## src/rtl/core_config_pkg.sv

```systemverilog
// Core-wide configuration shared by the ALU2 shifter and its sequencer.
//   XLEN                : datapath width
//   MAX_SHIFT_PER_CYCLE : bit positions the multi-cycle shifter covers per cycle
package core_config_pkg;
    localparam int XLEN                = 32;
    localparam int MAX_SHIFT_PER_CYCLE = 3;
endpackage

```

## src/rtl/shift_sequencer_if.sv

```systemverilog
// Bundle of the shift sequencer's issue, shifter and writeback signals.
//   flush                       : pipeline flush
//   issue_*                     : decoded shift instruction offer/accept
//   sh_*                        : start/done protocol towards the shifter
//   wb_*                        : result writeback offer/accept
// Handshakes (issue and wb): a transfer happens on a rising clk edge where
// valid and ready are both high; the producer holds valid and its payload
// stable until that edge, and ready may depend combinationally on state.
// The slave modport is the sequencer's view; master is the environment's view.
interface shift_sequencer_if
    import core_config_pkg::*;
#(
    parameter int TAG_W = 5
) ();
    localparam int SW = $clog2(XLEN);

    logic             flush;
    logic             issue_valid;
    logic             issue_ready;
    logic [2:0]       issue_funct3;
    logic             issue_funct7_5;
    logic [XLEN-1:0]  issue_rs1;
    logic [XLEN-1:0]  issue_rs2;
    logic [TAG_W-1:0] issue_rd;
    logic             sh_start;
    logic [XLEN-1:0]  sh_data;
    logic [SW-1:0]    sh_amount;
    logic             sh_left;
    logic             sh_arith;
    logic [XLEN-1:0]  sh_result;
    logic             sh_done;
    logic             wb_valid;
    logic             wb_ready;
    logic [XLEN-1:0]  wb_data;
    logic [TAG_W-1:0] wb_rd;
    logic             wb_err;

    modport slave (
        input  flush, issue_valid, issue_funct3, issue_funct7_5, issue_rs1,
               issue_rs2, issue_rd, sh_result, sh_done, wb_ready,
        output issue_ready, sh_start, sh_data, sh_amount, sh_left, sh_arith,
               wb_valid, wb_data, wb_rd, wb_err
    );

    modport master (
        output flush, issue_valid, issue_funct3, issue_funct7_5, issue_rs1,
               issue_rs2, issue_rd, sh_result, sh_done, wb_ready,
        input  issue_ready, sh_start, sh_data, sh_amount, sh_left, sh_arith,
               wb_valid, wb_data, wb_rd, wb_err
    );
endinterface

```

## src/rtl/shift_sequencer.sv

```systemverilog
// Issue-side controller for the ALU2 multi-cycle shifter. Accepts one
// SLL/SRL/SRA instruction, runs the shifter's start/done protocol and returns
// the result with its destination tag. Zero-amount shifts and illegal
// encodings complete locally; flushes drain any shift already started.
// Ports:
//   clk, rst_n : clock, asynchronous active-low reset
//   bus        : shift_sequencer_if slave (flush, issue_*, sh_*, wb_*)
//   dbg_state  : current FSM state (IDLE=0 START=1 WAIT=2 DRAIN=3 WB=4)
module shift_sequencer
    import core_config_pkg::*;
#(
    parameter int TAG_W = 5
) (
    input  logic              clk,
    input  logic              rst_n,
    shift_sequencer_if.slave  bus,
    output logic [2:0]        dbg_state
);
    localparam int SW = $clog2(XLEN);

    typedef enum logic [2:0] {
        IDLE  = 3'd0,
        START = 3'd1,
        WAIT  = 3'd2,
        DRAIN = 3'd3,
        WB    = 3'd4
    } state_t;

    state_t           state;
    logic [XLEN-1:0]  rs1_q;
    logic [SW-1:0]    amt_q;
    logic             left_q;
    logic             arith_q;
    logic             start_q;
    logic             wb_valid_q;
    logic [XLEN-1:0]  wb_data_q;
    logic [TAG_W-1:0] wb_rd_q;
    logic             wb_err_q;

    logic             issue_ready;
    logic             accept;
    logic             illegal;
    logic [SW-1:0]    amt_in;
    logic             unused_rs2_hi;

    // Only the low SW bits of rs2 carry the shift amount.
    assign amt_in        = bus.issue_rs2[SW-1:0];
    assign unused_rs2_hi = ^bus.issue_rs2[XLEN-1:SW];

    assign illegal = !((bus.issue_funct3 == 3'b001) || (bus.issue_funct3 == 3'b101))
                     || ((bus.issue_funct3 == 3'b001) && bus.issue_funct7_5);

    assign issue_ready = (state == IDLE) && !bus.flush;
    assign accept      = bus.issue_valid && issue_ready;

    always_ff @(posedge clk or negedge rst_n) begin
        if (!rst_n) begin
            state      <= IDLE;
            rs1_q      <= '0;
            amt_q      <= '0;
            left_q     <= 1'b0;
            arith_q    <= 1'b0;
            start_q    <= 1'b0;
            wb_valid_q <= 1'b0;
            wb_data_q  <= '0;
            wb_rd_q    <= '0;
            wb_err_q   <= 1'b0;
        end else begin
            start_q <= 1'b0;
            case (state)
                IDLE: begin
                    if (accept) begin
                        rs1_q    <= bus.issue_rs1;
                        amt_q    <= amt_in;
                        wb_rd_q  <= bus.issue_rd;
                        left_q   <= (bus.issue_funct3 == 3'b001);
                        arith_q  <= (bus.issue_funct3 == 3'b101) && bus.issue_funct7_5;
                        wb_err_q <= 1'b0;
                        if (illegal) begin
                            wb_err_q   <= 1'b1;
                            wb_data_q  <= '0;
                            wb_valid_q <= 1'b1;
                            state      <= WB;
                        end else if (amt_in == '0) begin
                            // Zero shift is the identity; skip the shifter.
                            wb_data_q  <= bus.issue_rs1;
                            wb_valid_q <= 1'b1;
                            state      <= WB;
                        end else begin
                            start_q <= 1'b1;
                            state   <= START;
                        end
                    end
                end
                START: begin
                    // sh_done may still be high from the previous shift here;
                    // it is deliberately not looked at until WAIT.
                    state <= bus.flush ? DRAIN : WAIT;
                end
                WAIT: begin
                    if (bus.sh_done) begin
                        if (bus.flush) begin
                            state <= IDLE;
                        end else begin
                            wb_data_q  <= bus.sh_result;
                            wb_valid_q <= 1'b1;
                            state      <= WB;
                        end
                    end else if (bus.flush) begin
                        state <= DRAIN;
                    end
                end
                DRAIN: begin
                    // The shifter must finish before it can be restarted.
                    if (bus.sh_done) state <= IDLE;
                end
                WB: begin
                    // Flush wins over a same-cycle handshake.
                    if (bus.flush || bus.wb_ready) begin
                        wb_valid_q <= 1'b0;
                        state      <= IDLE;
                    end
                end
                default: state <= IDLE;
            endcase
        end
    end

    assign bus.issue_ready = issue_ready;
    assign bus.sh_start    = start_q;
    assign bus.sh_data     = rs1_q;
    assign bus.sh_amount   = amt_q;
    assign bus.sh_left     = left_q;
    assign bus.sh_arith    = arith_q;
    assign bus.wb_valid    = wb_valid_q;
    assign bus.wb_data     = wb_data_q;
    assign bus.wb_rd       = wb_rd_q;
    assign bus.wb_err      = wb_err_q;
    assign dbg_state       = state;
endmodule

```

## src/flat_wrapper.sv

```systemverilog
// flat-port wrapper written by rule: the top's interface ports become plain ports
module shift_sequencer_flat import core_config_pkg::*;
#(
    parameter int TAG_W = 5
)
  (clk, rst_n, dbg_state, bus_flush, bus_issue_valid, bus_issue_funct3, bus_issue_funct7_5, bus_issue_rs1, bus_issue_rs2, bus_issue_rd, bus_sh_result, bus_sh_done, bus_wb_ready, bus_issue_ready, bus_sh_start, bus_sh_data, bus_sh_amount, bus_sh_left, bus_sh_arith, bus_wb_valid, bus_wb_data, bus_wb_rd, bus_wb_err);
  shift_sequencer_if #(.TAG_W(TAG_W)) bus_i ();
  input  logic clk;
  input  logic rst_n;
  output logic [2:0] dbg_state;
  input wire logic [$bits(bus_i.flush)-1:0] bus_flush;
  input wire logic [$bits(bus_i.issue_valid)-1:0] bus_issue_valid;
  input wire logic [$bits(bus_i.issue_funct3)-1:0] bus_issue_funct3;
  input wire logic [$bits(bus_i.issue_funct7_5)-1:0] bus_issue_funct7_5;
  input wire logic [$bits(bus_i.issue_rs1)-1:0] bus_issue_rs1;
  input wire logic [$bits(bus_i.issue_rs2)-1:0] bus_issue_rs2;
  input wire logic [$bits(bus_i.issue_rd)-1:0] bus_issue_rd;
  input wire logic [$bits(bus_i.sh_result)-1:0] bus_sh_result;
  input wire logic [$bits(bus_i.sh_done)-1:0] bus_sh_done;
  input wire logic [$bits(bus_i.wb_ready)-1:0] bus_wb_ready;
  output wire logic [$bits(bus_i.issue_ready)-1:0] bus_issue_ready;
  output wire logic [$bits(bus_i.sh_start)-1:0] bus_sh_start;
  output wire logic [$bits(bus_i.sh_data)-1:0] bus_sh_data;
  output wire logic [$bits(bus_i.sh_amount)-1:0] bus_sh_amount;
  output wire logic [$bits(bus_i.sh_left)-1:0] bus_sh_left;
  output wire logic [$bits(bus_i.sh_arith)-1:0] bus_sh_arith;
  output wire logic [$bits(bus_i.wb_valid)-1:0] bus_wb_valid;
  output wire logic [$bits(bus_i.wb_data)-1:0] bus_wb_data;
  output wire logic [$bits(bus_i.wb_rd)-1:0] bus_wb_rd;
  output wire logic [$bits(bus_i.wb_err)-1:0] bus_wb_err;
  assign bus_i.flush = bus_flush;
  assign bus_i.issue_valid = bus_issue_valid;
  assign bus_i.issue_funct3 = bus_issue_funct3;
  assign bus_i.issue_funct7_5 = bus_issue_funct7_5;
  assign bus_i.issue_rs1 = bus_issue_rs1;
  assign bus_i.issue_rs2 = bus_issue_rs2;
  assign bus_i.issue_rd = bus_issue_rd;
  assign bus_i.sh_result = bus_sh_result;
  assign bus_i.sh_done = bus_sh_done;
  assign bus_i.wb_ready = bus_wb_ready;
  assign bus_issue_ready = bus_i.issue_ready;
  assign bus_sh_start = bus_i.sh_start;
  assign bus_sh_data = bus_i.sh_data;
  assign bus_sh_amount = bus_i.sh_amount;
  assign bus_sh_left = bus_i.sh_left;
  assign bus_sh_arith = bus_i.sh_arith;
  assign bus_wb_valid = bus_i.wb_valid;
  assign bus_wb_data = bus_i.wb_data;
  assign bus_wb_rd = bus_i.wb_rd;
  assign bus_wb_err = bus_i.wb_err;
  shift_sequencer #(.TAG_W(TAG_W)) u_core (.clk(clk), .rst_n(rst_n), .bus(bus_i), .dbg_state(dbg_state));
endmodule
```

## config.mk

```make
export PLATFORM = sky130hd
export DESIGN_NAME = shift_sequencer_flat
export DESIGN_NICKNAME = d
export VERILOG_FILES = /design/src/rtl/core_config_pkg.sv /design/src/rtl/shift_sequencer_if.sv /design/src/rtl/shift_sequencer.sv /design/src/flat_wrapper.sv
export SDC_FILE = /design/constraint.sdc
export NUM_CORES = 1
export LEC_CHECK = 0
export CELL_PAD_IN_SITES_DETAIL_PLACEMENT = 0
export CELL_PAD_IN_SITES_GLOBAL_PLACEMENT = 1
export CORE_MARGIN = 2
export CORE_UTILIZATION = 30
export DETAILED_ROUTE_END_ITERATION = 7
export PLACE_DENSITY = 0.78
export SYNTH_ARGS = -nofsm -noshare
export SYNTH_HDL_FRONTEND = slang
export SYNTH_SLANG_ARGS = --single-unit
```

## constraint.sdc

```tcl
create_clock -name clk -period 2.5 [get_ports clk]
set_input_delay 0.5 -clock clk [delete_from_list [all_inputs] [get_ports clk]]
set_output_delay 0.5 -clock clk [all_outputs]
set_load 0.05 [all_outputs]
```

==> reports/metrics.csv <==
stage;metric;value;unit
logic_synthesis;EDFF count, synth;0;
timing;setup violators final;0;
final_layout;fraction of layout cells with a size suffix above 1;0.243;
global_route;grt total ovfl;0;
die;chip width;112;um
drt;per-cell routed wire length;17.1;um
drt;vias;2738;
timing;Least-Margin Pin Slew;0.744;ns
clock_tree;CTS max path bufs;2;
die;I/O Pins;194;
flow_run;Max-Cap Viols;0;
drt;drt first pass iters;4;
placement;placed cells;555;
global_route;largest net degree at the start of global routing;43;
timing;clk_skew;0.00672;ns
final_layout;most common cell after layout, fill and taps aside;clkdlybuf4s50_1;
logic_synthesis;Mapped Cells;246;
timing;Rel. slew slack;0.502;
pwr;Tot Pwr;0.00867;W
drt;Routed WL;9780;um
logic_synthesis;Ys Warns;0;
die;DIE AREA;0.0126;mm^2
pwr;P_leak;2.47;nW
clock_tree;clock sink total;82;
logic_synthesis;Synth cell types;30;
logic_synthesis;Yosys top cell by area;dfrtp_1;
final_layout;diode count;0;
clock_tree;Root Buffer Master;clkbuf_16;
worst_setup_path;crit-path max cell delay;0.83;ns
global_route;all-layer global routing usage;0.164;
die;FP Rows;39;
die;Die Ht;112;um
drt;Via-to-Cell Ratio;4.80;
global_route;first-pass GRT wire length;16300;um
drt;DRC;0;
final_layout;final cell count without fillers;571;
clock_tree;H-tree Lvls;3;
worst_setup_path;Setup CP Type;reg2out;
die;Initial Utilization;0.308;
final_layout;Post-layout nets;534;
logic_synthesis;Yosys top cell area share;0.581;
clock_tree;Hold Buf Count CTS;0;
logic_synthesis;part of the Yosys area used for sequential elements;0.581;
worst_setup_path;crit-path cells;buf_4 -> clkdlybuf4s50_1;
logic_synthesis;#FFs+latches synth;82;
logic_synthesis;synthesized area;0.00353;mm^2
timing;Hold Fails Final Rpt;0;
clock_tree;number of buffers created by CTS;9;
global_route;initial antenna violation count;0;
logic_synthesis;Async SR Flop Fraction;1.00;
worst_setup_path;Worst Path Arrival;1.76;ns
clock_tree;CTS clock-pin slew for the worst setup and hold paths;0.06;ns
clock_tree;CTS tree;done;
drt;initial DRC count;100;
timing;Final Cycle Share;0.902;
placement;IO buf count;166;
logic_synthesis;Area contributors post-synth;dfrtp_1, mux2_2, a22o_1;
worst_setup_path;CP Capture Type;output port;
logic_synthesis;net count after synthesis;357;
pwr;pwr dens;1490;mW/mm^2
logic_synthesis;prevailing post-synth register cell;dfrtp_1;
placement;Final GP Congestion;0.763;
timing;fmax;443;MHz
placement;Detailed Place HPWL;7230;um
clock_tree;# Post-CTS Setup Buffers;0;
worst_setup_path;Max FO, Critical Path;10;
logic_synthesis;synthesized area per cell;14.3;um^2
hold_path;worst min path class;in2async;
worst_setup_path;CP max-delay cell;clkdlybuf4s50_1;
pwr;VDD IR-drop max;693;uV
die;core area;0.0115;mm^2
global_route;vias in the first global route;3137;
final_layout;synth-to-layout area growth;64.6;%
timing;fin. max-slew vios;0;
timing;unrepaired setup endpoints after global routing;no;
clock_tree;clk_lat worst skew;0.33;ns
drt;post-route ant nets;0;
status;status;finished clean;
final_layout;most frequent cells in the layout;clkdlybuf4s50_1, dfrtp_1, mux2_2, a22o_1, buf_4;
worst_setup_path;Worst Setup Start Kind;flop;
timing;Final min period;2.26;ns
worst_setup_path;CP Data Required Time;2.00;ns
[per-stage QoR]
stage                     setup slack [ns]  hold WS (ns)  setup TNS (ns)  cell area [um^2]   util
after floorplan                      0.150         0.204               0              3540      -
after global placement              -0.272         0.466           -5.18              5480  0.478
after detailed placement            -0.299         0.468           -5.68              5480  0.478
after CTS                           0.0574         0.176               0              5800  0.506
after global routing                 0.172         0.217               0              5810  0.506
final                                0.244         0.156               0              5810  0.506
[layout make-up]
cell class	count	area, um^2
fill	1020	5660
sequential	82	2050
timing repair buffer	182	1850
multi-input combinational	147	1400
clock buffer	9	225
tap	143	179
clock inverter	7	93.8
inverter	1	3.75
[worst max-delay path: cells and delay by family, from the launching register on]
kind	cells	cell delay, ns
flip-flops	1	0.39
buffers and inverters	2	1.03
[synthesized netlist by cell type, types with 2 or more instances]
cell / n
buf_6: 3
nand2b_1: 3
mux2_1: 11
dfrtp_1: 82
o21ai_0: 2
nor2_1: 5
clkbuf_1: 4
buf_2: 9
nor3_1: 2
nor2b_1: 2
nand2_1: 9
o31ai_1: 2
a21o_1: 2
mux2_2: 63
a22o_1: 32
[power breakdown]
part / switching [W] / leakage, nW / internal [W]
clock network: 0.000534 / 0.151 / 0.000872
logic: 0.00311 / 1.29 / 0.00188
registers: 0.000325 / 1.03 / 0.00196
total: 0.00397 / 2.47 / 0.00471
[flip-flops by register name, indices dropped and copies added (netlist names)]
signal,count
u_core.bus.sh_amount,5
u_core.bus.sh_arith,1
u_core.bus.sh_data,32
u_core.bus.sh_left,1
u_core.bus.sh_start,1
u_core.bus.wb_data,32
u_core.bus.wb_err,1
u_core.bus.wb_rd,5
u_core.bus.wb_valid,1
u_core.dbg_state,3
[per-layer routing]
metal / global-route usage / part of all wire / vias up
met1: 0.203 / 0.42 / 1361
met3: 0.0540 / 0.078 / 9
met4: 0.0618 / 0.013 / 0
met2: 0.266 / 0.48 / 102
met5: 0 / 0 / -
li1: - / - / 1266
[repair_timing]
action                                  4_1_cts  5_1_grt
endpoints found under the setup margin        0       18
endpoints found under the hold margin         0        0
gates resized for setup                       0        1
[logic make-up after synthesis]
kind of cell    synth area share
compound gates             0.106
buf+inv                   0.0276
flops                      0.581
mux                        0.236
simple gates              0.0486
[worst paths after layout]
path | depth (start not counted) | startpoint | to | slack (ns)
worst min register to register | 2 | u_core.bus.sh_arith | u_core.bus.sh_arith | 0.48
worst max register to register | 5 | u_core.dbg_state[0] | u_core.bus.wb_data[30] | 0.61
min in group clk | 2 | u_core.bus.sh_arith | u_core.bus.sh_arith | 0.48
max in group asynchronous | 2 | rst_n | u_core.bus.sh_data[24] | 1.68
worst max-delay path | 2 | u_core.dbg_state[2] | dbg_state[2] | 0.24
worst min-delay path | 1 | rst_n | u_core.bus.sh_data[23] | 0.16
No activity file was read; power rests on OpenSTA's default activity.
